$ cat src/rtl/sum_store_pkg.sv
// sum_store_pkg
//   Shared types and helpers for the operand-sum store.
//   - state_t : controller states (INIT clears the array, IDLE serves
//               requests, RMW completes an accumulate)
//   - OPW_DEF / MW_DEF : default operand and stored-word widths
//   - sat_add : unsigned add clamped to 2**w-1, usable for any w <= 32
package sum_store_pkg;

    localparam int unsigned OPW_DEF = 4;
    localparam int unsigned MW_DEF  = 8;

    typedef enum logic [1:0] {
        INIT = 2'd0,
        IDLE = 2'd1,
        RMW  = 2'd2
    } state_t;

    // Adds in one extra bit so the carry is visible, then clamps to the
    // largest w-bit value. Callers pass zero-extended operands of width w.
    function automatic logic [31:0] sat_add(input logic [31:0]  x,
                                            input logic [31:0]  y,
                                            input int unsigned  w);
        logic [32:0] s;
        logic [32:0] lim;
        s   = {1'b0, x} + {1'b0, y};
        lim = (33'd1 << w) - 33'd1;
        return (s > lim) ? lim[31:0] : s[31:0];
    endfunction

endpackage

$ cat src/rtl/sum_store_mem.sv
// sum_store_mem
//   Single-port synchronous array, DEPTH x MW. Storage has no reset.
//   Ports:
//     clk   in   clock, rising edge
//     en    in   port enable; no access when 0
//     we    in   1 = write wdata to addr, 0 = read addr into rdata
//     addr  in   word address
//     wdata in   write data
//     rdata out  registered read data; holds its value on writes/idle
module sum_store_mem #(
    parameter int unsigned AW = 8,
    parameter int unsigned MW = 8
) (
    input  logic          clk,
    input  logic          en,
    input  logic          we,
    input  logic [AW-1:0] addr,
    input  logic [MW-1:0] wdata,
    output logic [MW-1:0] rdata
);

    localparam int unsigned DEPTH = 1 << AW;

    logic [MW-1:0] mem_q [DEPTH];
    logic [MW-1:0] rdata_q;

    always_ff @(posedge clk) begin
        if (en) begin
            if (we) begin
                mem_q[addr] <= wdata;
            end else begin
                rdata_q <= mem_q[addr];
            end
        end
    end

    assign rdata = rdata_q;

endmodule

$ cat src/rtl/sum_store_ram.sv
// sum_store_ram
//   Operand-sum store: computes a+b and writes or accumulates it (saturating)
//   into the array entry addressed by {a,b}; reads entries back with a
//   one-cycle valid strobe. Clears the whole array after every reset.
//   Ports:
//     clk, rst_n  clock (rising) and asynchronous active-low reset
//     a, b        operands; {a,b} is the entry address
//     cs, we, acc chip select, write/read, accumulate-vs-plain-write
//     in_valid    request valid; accepted when in_valid & in_ready & cs
//     in_ready    request can be accepted this cycle
//     dout        read or accumulate result
//     dout_valid  one-cycle strobe, dout is new
//     init_done   array clear complete, held until next reset
module sum_store_ram
    import sum_store_pkg::*;
#(
    parameter int unsigned OPW = OPW_DEF,
    parameter int unsigned MW  = MW_DEF
) (
    input  logic           clk,
    input  logic           rst_n,
    input  logic [OPW-1:0] a,
    input  logic [OPW-1:0] b,
    input  logic           cs,
    input  logic           we,
    input  logic           acc,
    input  logic           in_valid,
    output logic           in_ready,
    output logic [MW-1:0]  dout,
    output logic           dout_valid,
    output logic           init_done
);

    localparam int unsigned AW    = 2 * OPW;
    localparam int unsigned DEPTH = 1 << AW;
    localparam logic [AW-1:0] LAST_ADDR = AW'(DEPTH - 1);

    state_t         state_q,      state_d;
    logic [AW-1:0]  cnt_q,        cnt_d;
    logic [AW-1:0]  addr_q,       addr_d;
    logic [OPW:0]   sum_q,        sum_d;
    logic [MW-1:0]  dout_q,       dout_d;
    logic           dout_valid_q, dout_valid_d;
    logic           rd_pend_q,    rd_pend_d;
    logic           in_ready_q,   in_ready_d;
    logic           init_done_q,  init_done_d;

    logic           mem_en;
    logic           mem_we;
    logic [AW-1:0]  mem_addr;
    logic [MW-1:0]  mem_wdata;
    logic [MW-1:0]  mem_rdata;

    logic           accept;
    logic [AW-1:0]  addr_in;
    logic [OPW:0]   sum_in;
    logic [MW-1:0]  acc_val;

    assign accept  = in_valid & in_ready_q & cs;
    assign addr_in = {a, b};
    assign sum_in  = {1'b0, a} + {1'b0, b};
    assign acc_val = MW'(sat_add(32'(mem_rdata), 32'(sum_q), MW));

    always_comb begin
        state_d      = state_q;
        cnt_d        = cnt_q;
        addr_d       = addr_q;
        sum_d        = sum_q;
        dout_d       = dout_q;
        dout_valid_d = 1'b0;
        rd_pend_d    = 1'b0;
        in_ready_d   = in_ready_q;
        init_done_d  = init_done_q;
        mem_en       = 1'b0;
        mem_we       = 1'b0;
        mem_addr     = addr_in;
        mem_wdata    = MW'(sum_in);

        // Read data arrives straight from the array register; capture it
        // so dout holds once the strobe cycle is over.
        if (rd_pend_q) begin
            dout_d = mem_rdata;
        end

        unique case (state_q)
            INIT: begin
                mem_en    = 1'b1;
                mem_we    = 1'b1;
                mem_addr  = cnt_q;
                mem_wdata = '0;
                cnt_d     = cnt_q + AW'(1);
                if (cnt_q == LAST_ADDR) begin
                    state_d     = IDLE;
                    in_ready_d  = 1'b1;
                    init_done_d = 1'b1;
                end
            end
            IDLE: begin
                if (accept) begin
                    mem_en = 1'b1;
                    if (we && !acc) begin
                        mem_we = 1'b1;
                    end else if (we && acc) begin
                        // Old word is read this edge, combined next edge.
                        addr_d     = addr_in;
                        sum_d      = sum_in;
                        state_d    = RMW;
                        in_ready_d = 1'b0;
                    end else begin
                        rd_pend_d    = 1'b1;
                        dout_valid_d = 1'b1;
                    end
                end
            end
            RMW: begin
                mem_en       = 1'b1;
                mem_we       = 1'b1;
                mem_addr     = addr_q;
                mem_wdata    = acc_val;
                dout_d       = acc_val;
                dout_valid_d = 1'b1;
                state_d      = IDLE;
                in_ready_d   = 1'b1;
            end
            default: begin
                state_d = INIT;
            end
        endcase
    end

    always_ff @(posedge clk or negedge rst_n) begin
        if (!rst_n) begin
            state_q      <= INIT;
            cnt_q        <= '0;
            addr_q       <= '0;
            sum_q        <= '0;
            dout_q       <= '0;
            dout_valid_q <= 1'b0;
            rd_pend_q    <= 1'b0;
            in_ready_q   <= 1'b0;
            init_done_q  <= 1'b0;
        end else begin
            state_q      <= state_d;
            cnt_q        <= cnt_d;
            addr_q       <= addr_d;
            sum_q        <= sum_d;
            dout_q       <= dout_d;
            dout_valid_q <= dout_valid_d;
            rd_pend_q    <= rd_pend_d;
            in_ready_q   <= in_ready_d;
            init_done_q  <= init_done_d;
        end
    end

    sum_store_mem #(
        .AW (AW),
        .MW (MW)
    ) u_mem (
        .clk   (clk),
        .en    (mem_en),
        .we    (mem_we),
        .addr  (mem_addr),
        .wdata (mem_wdata),
        .rdata (mem_rdata)
    );

    // While a read result is pending the array register is the output;
    // otherwise the held/accumulated value is.
    assign dout       = rd_pend_q ? mem_rdata : dout_q;
    assign dout_valid = dout_valid_q;
    assign in_ready   = in_ready_q;
    assign init_done  = init_done_q;

endmodule
$ cat config.mk
export PLATFORM = sky130hd
export DESIGN_NAME = sum_store_ram
export DESIGN_NICKNAME = d
export VERILOG_FILES = /design/src/rtl/sum_store_pkg.sv /design/src/rtl/sum_store_mem.sv /design/src/rtl/sum_store_ram.sv
export SDC_FILE = /design/constraint.sdc
export NUM_CORES = 2
export LEC_CHECK = 0
export BUFFER_PORTS_ARGS = -buffer_cell sky130_fd_sc_hd__buf_2
export CORE_MARGIN = 1
export CORE_UTILIZATION = 65
export DETAILED_ROUTE_END_ITERATION = 6
export GPL_ROUTABILITY_DRIVEN = 0
export PLACE_DENSITY = 0.85
export SYNTH_ARGS = -nofsm -noshare
export SYNTH_HDL_FRONTEND = slang
export SYNTH_HIERARCHICAL = 1
export SYNTH_SLANG_ARGS = --single-unit
$ cat constraint.sdc
create_clock -name clk -period 23.4 [get_ports clk]
set_input_delay 1.17 -clock clk [delete_from_list [all_inputs] [get_ports clk]]
set_output_delay 1.17 -clock clk [all_outputs]
set_load 0.01 [all_outputs]
# Yosys cells after proc, flatten, opt, wreduce, memory -nomap -nowiden
# Memories as Yosys holds them, arrays and structs flattened. A register that Yosys moved wholly into a read port is not among the register bits.
# Index checks and enable logic that the tools add are counted.
# Widths: inputs -> output; s select.
[word_totals] register_bits=35 latchBits=0 ram_bits=2048 romBits=0 input_bits=14 elab_cells=64 n_memories=1
[op_classes] addsub=3 multipliers=0 n_div=0 magnitude_cmp=1 n_eq_ne=7 shift=0 mux=28 bitwise=4 n_reduce_logical=11
[mem_list] name="u_mem.mem_q" depth=256 width=8 read_ports=1 rd_ports_with_merged_regs=1 wr=1 line="sum_store_mem.sv:24" text="logic [MW-1:0] mem_q [DEPTH];"
[ops] op="$pmux 8 s2" n=2
[ops] op="$mux 8" n=3
[ops] op="$mux 1" n=14
[ops] op="$add 8x5->9" n=1
[ops] op="$gt 9x8->1 const B" n=1
[ops] op="$add 8x1->8 const B" n=1
[ops] op="$eq 8x8->1 const B" n=1
[ops] op="$mux 2" n=4
[ops] op="$ne 2x2->1 const B" n=4
[ops] op="$reduce_and 4->1" n=2
[ops] op="$pmux 1 s2" n=3
[ops] op="$pmux 2 s3" n=1
[ops] op="$add 4x4->5" n=1
[ops] op="$reduce_and 5->1" n=1
[ops] op="$reduce_and 2->1" n=2
[ops] op="$pmux 1 s3" n=1
[ops] op="$reduce_bool 3->1" n=1
[ops] op="$and 1x1->1" n=2
[ops] op="$eq 2x1->1 const B" n=1
[ops] op="$eq 2x2->1 const B" n=1
[ops] op="$logic_and 1x1->1" n=2
[ops] op="$logic_not 2->1" n=1
[ops] op="$not 1->1" n=2
[ops] op="$reduce_or 2->1" n=1
[ops] op="$logic_not 1->1" n=1

# Longest topological paths before layout
[depth] depth_word=8 depth_mapped=16 mapped_depth_nobuf=10

# Cells and area by module
# Netlist, hierarchy kept.
[by_module_without_submodules] mod="sum_store_mem" instances=1 cells_per_inst=3526 area_per_inst_um2=78376.4 seq_area_each_um2=61739.2
[by_module_without_submodules] mod="sum_store_ram" instances=1 cells_per_inst=228 area_per_inst_um2=2262.2 seq_area_each_um2=875.8

# Worst setup path after synthesis
# Ideal clock, no wire load.
[synth_path] path_kind="register to register" from="register u_mem.rdata_q[1], in the netlist u_mem/rdata[1] (read register of u_mem.mem_q)" to="memory u_mem.mem_q[0][7], data pin" setup_time_ns=2.428 arrival_ns=12.416 t_required_ns=20.972 path_slack_ns=8.556 path_stages_with_launch=5 n_path_buf=0 synth_period_minus_slack_ns=14.844 cell_sequence="edfxtp_1 > ha_1 > a21oi_1 > o211ai_1 > a311oi_1"
[synth_via] elab_chain_len=4
[synth_rtl] item="from (decl)" line="sum_store_mem.sv:25" text="logic [MW-1:0] rdata_q;"
[synth_rtl] item="$add 8x5->9 *" line="sum_store_pkg.sv:25" text="s = {1'b0, x} + {1'b0, y};"
[synth_rtl] item="$gt 9x8->1" line="sum_store_pkg.sv:27" text="return (s > lim) ? lim[31:0] : s[31:0];"
[synth_rtl] item="$mux 8 *" line="sum_store_pkg.sv:27"
[synth_rtl] item="$pmux 8 s2 *" line="sum_store_ram.sv:85" text="unique case (state_q)"
[synth_rtl] item="via mem_wdata[7]" line="sum_store_ram.sv:51" text="logic [MW-1:0] mem_wdata;"
[synth_rtl] item="to (decl)" line="sum_store_mem.sv:24"
# The timed path passes the listed nets; every way through them passes the cells marked *.

# Worst setup path in the final report
[layout_path] from="register state_q[0]" to="register u_mem.rdata_q[6], in the netlist u_mem/rdata[6] (read register of u_mem.mem_q), data pin"
[layout_rtl] item="from (decl)" line="sum_store_ram.sv:38" text="state_t state_q, state_d;"
[layout_rtl] item="from (signal assigned)" line="sum_store_ram.sv:143" text="state_q <= state_d;"
[layout_rtl] item="$eq 2x2->1 or $logic_not 2->1 (tied branches)" line="sum_store_ram.sv:85"
[layout_rtl] item="$pmux 8 s2 *" line="sum_store_ram.sv:85"
[layout_rtl] item="via mem_addr[1]" line="sum_store_ram.sv:50" text="logic [AW-1:0] mem_addr;"
# Marks and branches as above.
# A chain may end at the register's enable or synchronous reset.

==> results.py <==
metrics = {
    "status": {
        "status": "finished with violations",
        "violations": "max-capacitance violations, max-slew violations",
    },
    "floorplan": {
        "io_pins": 25,
        "die_y_um": 354.2,
        "fp.dieW_um": 354.2,
        "die_area_um2": 125500,
        "start_util": 0.6590,
        "rows": 128,
        "core_um2": 122400,
    },
    "clock_tree": {
        "htree_levels": 4,
        "cts-buffers-inserted": 192,
        "cts.clk_slew.worst_paths_ns": 0.07,
        "clock-sinks": 2091,
        "cts_setup_buffers": 0,
        "ctsRootBufferMaster": "clkbuf_16",
        "clk_path_buf_depth": 3,
        "cts-hold-fix-buffers": 0,
        "cts_tree": "yes",
        "cts-resized-gates": 0,
        "clock_latency_ns": 0.86,
    },
    "synth": {
        "synth_area_leaders": "edfxtp_1, mux4_2, a22oi_1",
        "synth_top_area_frac": 0.7656,
        "async_flop_share": 0.01674,
        "muxShareOfSynthArea": 0.1465,
        "ys_seq_area_frac": 0.7765,
        "syn-num-nets": 3785,
        "ys_types": 52,
        "ys_warn_count": 6,
        "synth-seq-cells": 2091,
        "yosysTopAreaCell": "edfxtp_1",
        "synth-edff-count": 2056,
        "synth_xor_xnor_area_share": 0.001195,
        "synth-main-ff-cell": "edfxtp_1",
        "synth-compound-area-share": 0.04031,
        "synth-adder-area-share": 0.002824,
        "synth_top_cells_by_count": "edfxtp_1, mux4_2, nor2_1",
        "synth_area_um2": 80640,
        "yosysMostFrequentCell": "edfxtp_1",
        "synth_simple_gate_area_frac": 0.01913,
        "synth.avg_cell_area_um2": 21.48,
        "synth_top_family_by_area": "multiplexers",
        "postSynthCellCount": 3754,
    },
    "worst_setup_path": {
        "critPathCaptureType": "flip-flop",
        "crit_required_ns": 23.94,
        "crit_fanout": 155,
        "critPathKind": "reg2reg",
        "worst-path-buf-inv": 6,
        "cpMostUsedCell": "buf_4",
        "critPathTopFamily": "buffers and inverters",
        "start_kind": "flip-flop",
        "cp.arrival_ns": 8.75,
        "slowest_stage": "nor2_1",
        "max_stage_delay_ns": 0.88,
        "crit_chain": "inv_1 -> ha_1 -> nor2_1 -> nand2_1 -> nand2_4 -> buf_12 -> buf_12 -> buf_4 -> buf_4 -> mux4_2 -> a22oi_1 -> a21oi_1 -> o41ai_1 -> buf_4 -> nand4_1",
    },
    "sta": {
        "hold_viol_final": 0,
        "max_freq_mhz": 121.8,
        "whs_ns": 0.4395,
        "slew_headroom": -0.06280,
        "worst_pin_slew_ns": 1.574,
        "finalCritPeriodShare": 0.3510,
        "rsz0062_at_grt": "no",
        "maxSlewViolCount": 2,
        "final.min_clock_period_ns": 8.213,
        "skew_ns": 0.07158,
        "tns_ns": 0,
        "final-setup-viol-count": 0,
    },
    "placed_design": {
        "dpl.hpwl_um": 106200,
        "port_buffers": 24,
        "dp.cells": 5219,
    },
    "power": {
        "p_leak_nw": 26.99,
        "powerDensity_nw_per_um2": 135.6,
        "peakVddDrop_mv": 0.1808,
    },
    "drt": {
        "drt-pass1-iter-count": 6,
        "first_iter_violations": 8031,
        "drc": 0,
        "post_drt_wl_per_cell_um": 40.25,
        "wl_um": 224900,
        "ant_nets": 0,
        "vias": 43370,
        "via_per_inst": 7.763,
    },
    "worst_hold_path": {
        "hold_path.class": "in2async",
    },
    "finish": {
        "fin_nets": 3819,
        "layout-drive-gt1-share": 0.2372,
        "area_growth_pct": 10.14,
        "fill_cells": 6075,
        "fin_cells": 5586,
    },
    "grt": {
        "grt_antenna_before_repair": 8,
        "grt_overflow_total": 0,
        "grt_max_degree": 257,
        "grt_use_total": 0.3622,
        "grt_pass1_vias": 43280,
        "grt_pass1_wl_um": 318400,
    },
    "flow_run": {
        "drv_cap": 2,
    },
}
## flip-flops by register name (all words and copies together), names as in the netlist
register,flops
in_ready,1
u_mem/rdata,8
state_q,2
cnt_q,8
dout_valid,1
rd_pend_q,1
dout_q,8
addr_q,8
u_mem/mem_q,2048
init_done,1
sum_q,5
## per-stage QoR
| stage | area [um^2] | utilization | total power, mW | setup WS (ns) |
|---|---|---|---|---|
| 2_1_floorplan | 80640 | - | 7.453 | 8.556 |
| 3_3_place_gp | 82440 | 0.6738 | 8.453 | 15.71 |
| 3_5_place_dp | 82490 | 0.6742 | 8.595 | 15.63 |
| 4_1_cts | 88790 | 0.7256 | 11.92 | 15.20 |
| 5_1_grt | 88800 | 0.7257 | 12.24 | 14.99 |
| 6_report | 88810 | 0.7258 | 12.04 | 15.19 |
## worst register-to-register path, cell delays in order, from the launching register on
cell     delay (ns)
dfrtp_1        0.46
inv_1          0.11
ha_1           0.44
nor2_1         0.89
nand2_1        0.22
nand2_4        0.66
buf_12         0.76
buf_12         0.86
buf_4          0.90
buf_4          0.85
mux4_2         0.45
a22oi_1        0.33
a21oi_1        0.19
o41ai_1        0.48
buf_4          0.21
nand4_1        0.11
## final timing paths
kind	slack, ns	endpoint	depth (start not counted)	startpoint
worst max register to register	15.19	u_mem/rdata[6]	15	state_q[0]
max in group asynchronous	22.40	cnt_q[5]	1	rst_n
min in group clk	0.49	init_done	1	init_done
worst min register to register	0.49	init_done	1	init_done
worst max-delay path	15.19	u_mem/rdata[6]	15	state_q[0]
worst min-delay path	0.44	cnt_q[2]	1	rst_n
## layout by cell type (no fill, tap or decap), drive strengths merged, types with 8 or more instances in the layout
master,netlist,routed
edfxtp,2056,2056
mux4,512,512
nor2,276,276
a22oi,264,264
clkbuf,146,229
a21oi,143,143
clkinv,0,97
buf,89,75
nand2,60,60
dfrtp,35,35
o41ai,33,33
mux2,24,24
bufinv,0,22
ha,15,15
inv,9,15
nand4,11,11
nand3,10,10
nor2b,8,8
## report_power, final
group	internal, mW	total [mW]	switching [mW]
registers	4.54	4.61	0.0777
clock network	1.78	3.22	1.44
logic	1.49	4.21	2.72
total	7.81	12.0	4.23
## layout make-up
type / instances / area, um^2 / area share
Sequential cell: 2091 / 62620 / 0.7050
Antenna cell: 6 / 15.01 / 0.0001691
Multi-Input combinational cell: 1419 / 17200 / 0.1937
Clock inverter: 132 / 1269 / 0.01429
Clock buffer: 229 / 5029 / 0.05662
Inverter: 9 / 33.78 / 0.0003804
Timing Repair Buffer: 75 / 615.6 / 0.006931
Tap cell: 1625 / 2033 / 0.02289
## logic make-up (layout without fill, tap and decap cells)
group / count (synthesis) / after routing
other: 0 / 6
xor gates and xnor gates: 11 / 11
AOI/OAI and AO/OA: 473 / 473
DFF: 2091 / 2091
buffers and inverters: 244 / 445
and+or+nand+nor: 381 / 381
muxes: 537 / 537
adders and majority gates: 17 / 17
## routing by layer
layer  share of wire  vias to the layer above  wire (um)  track usage
met5         0.00017                        -         39            0
met4           0.073                        6      16480       0.2203
met3            0.14                      959      32520      0.09758
met2            0.47                     4692     106800       0.5605
met1            0.31                    21840      69040       0.4663
li1                -                    15870          -            -
(Power assumes the default switching activity.)
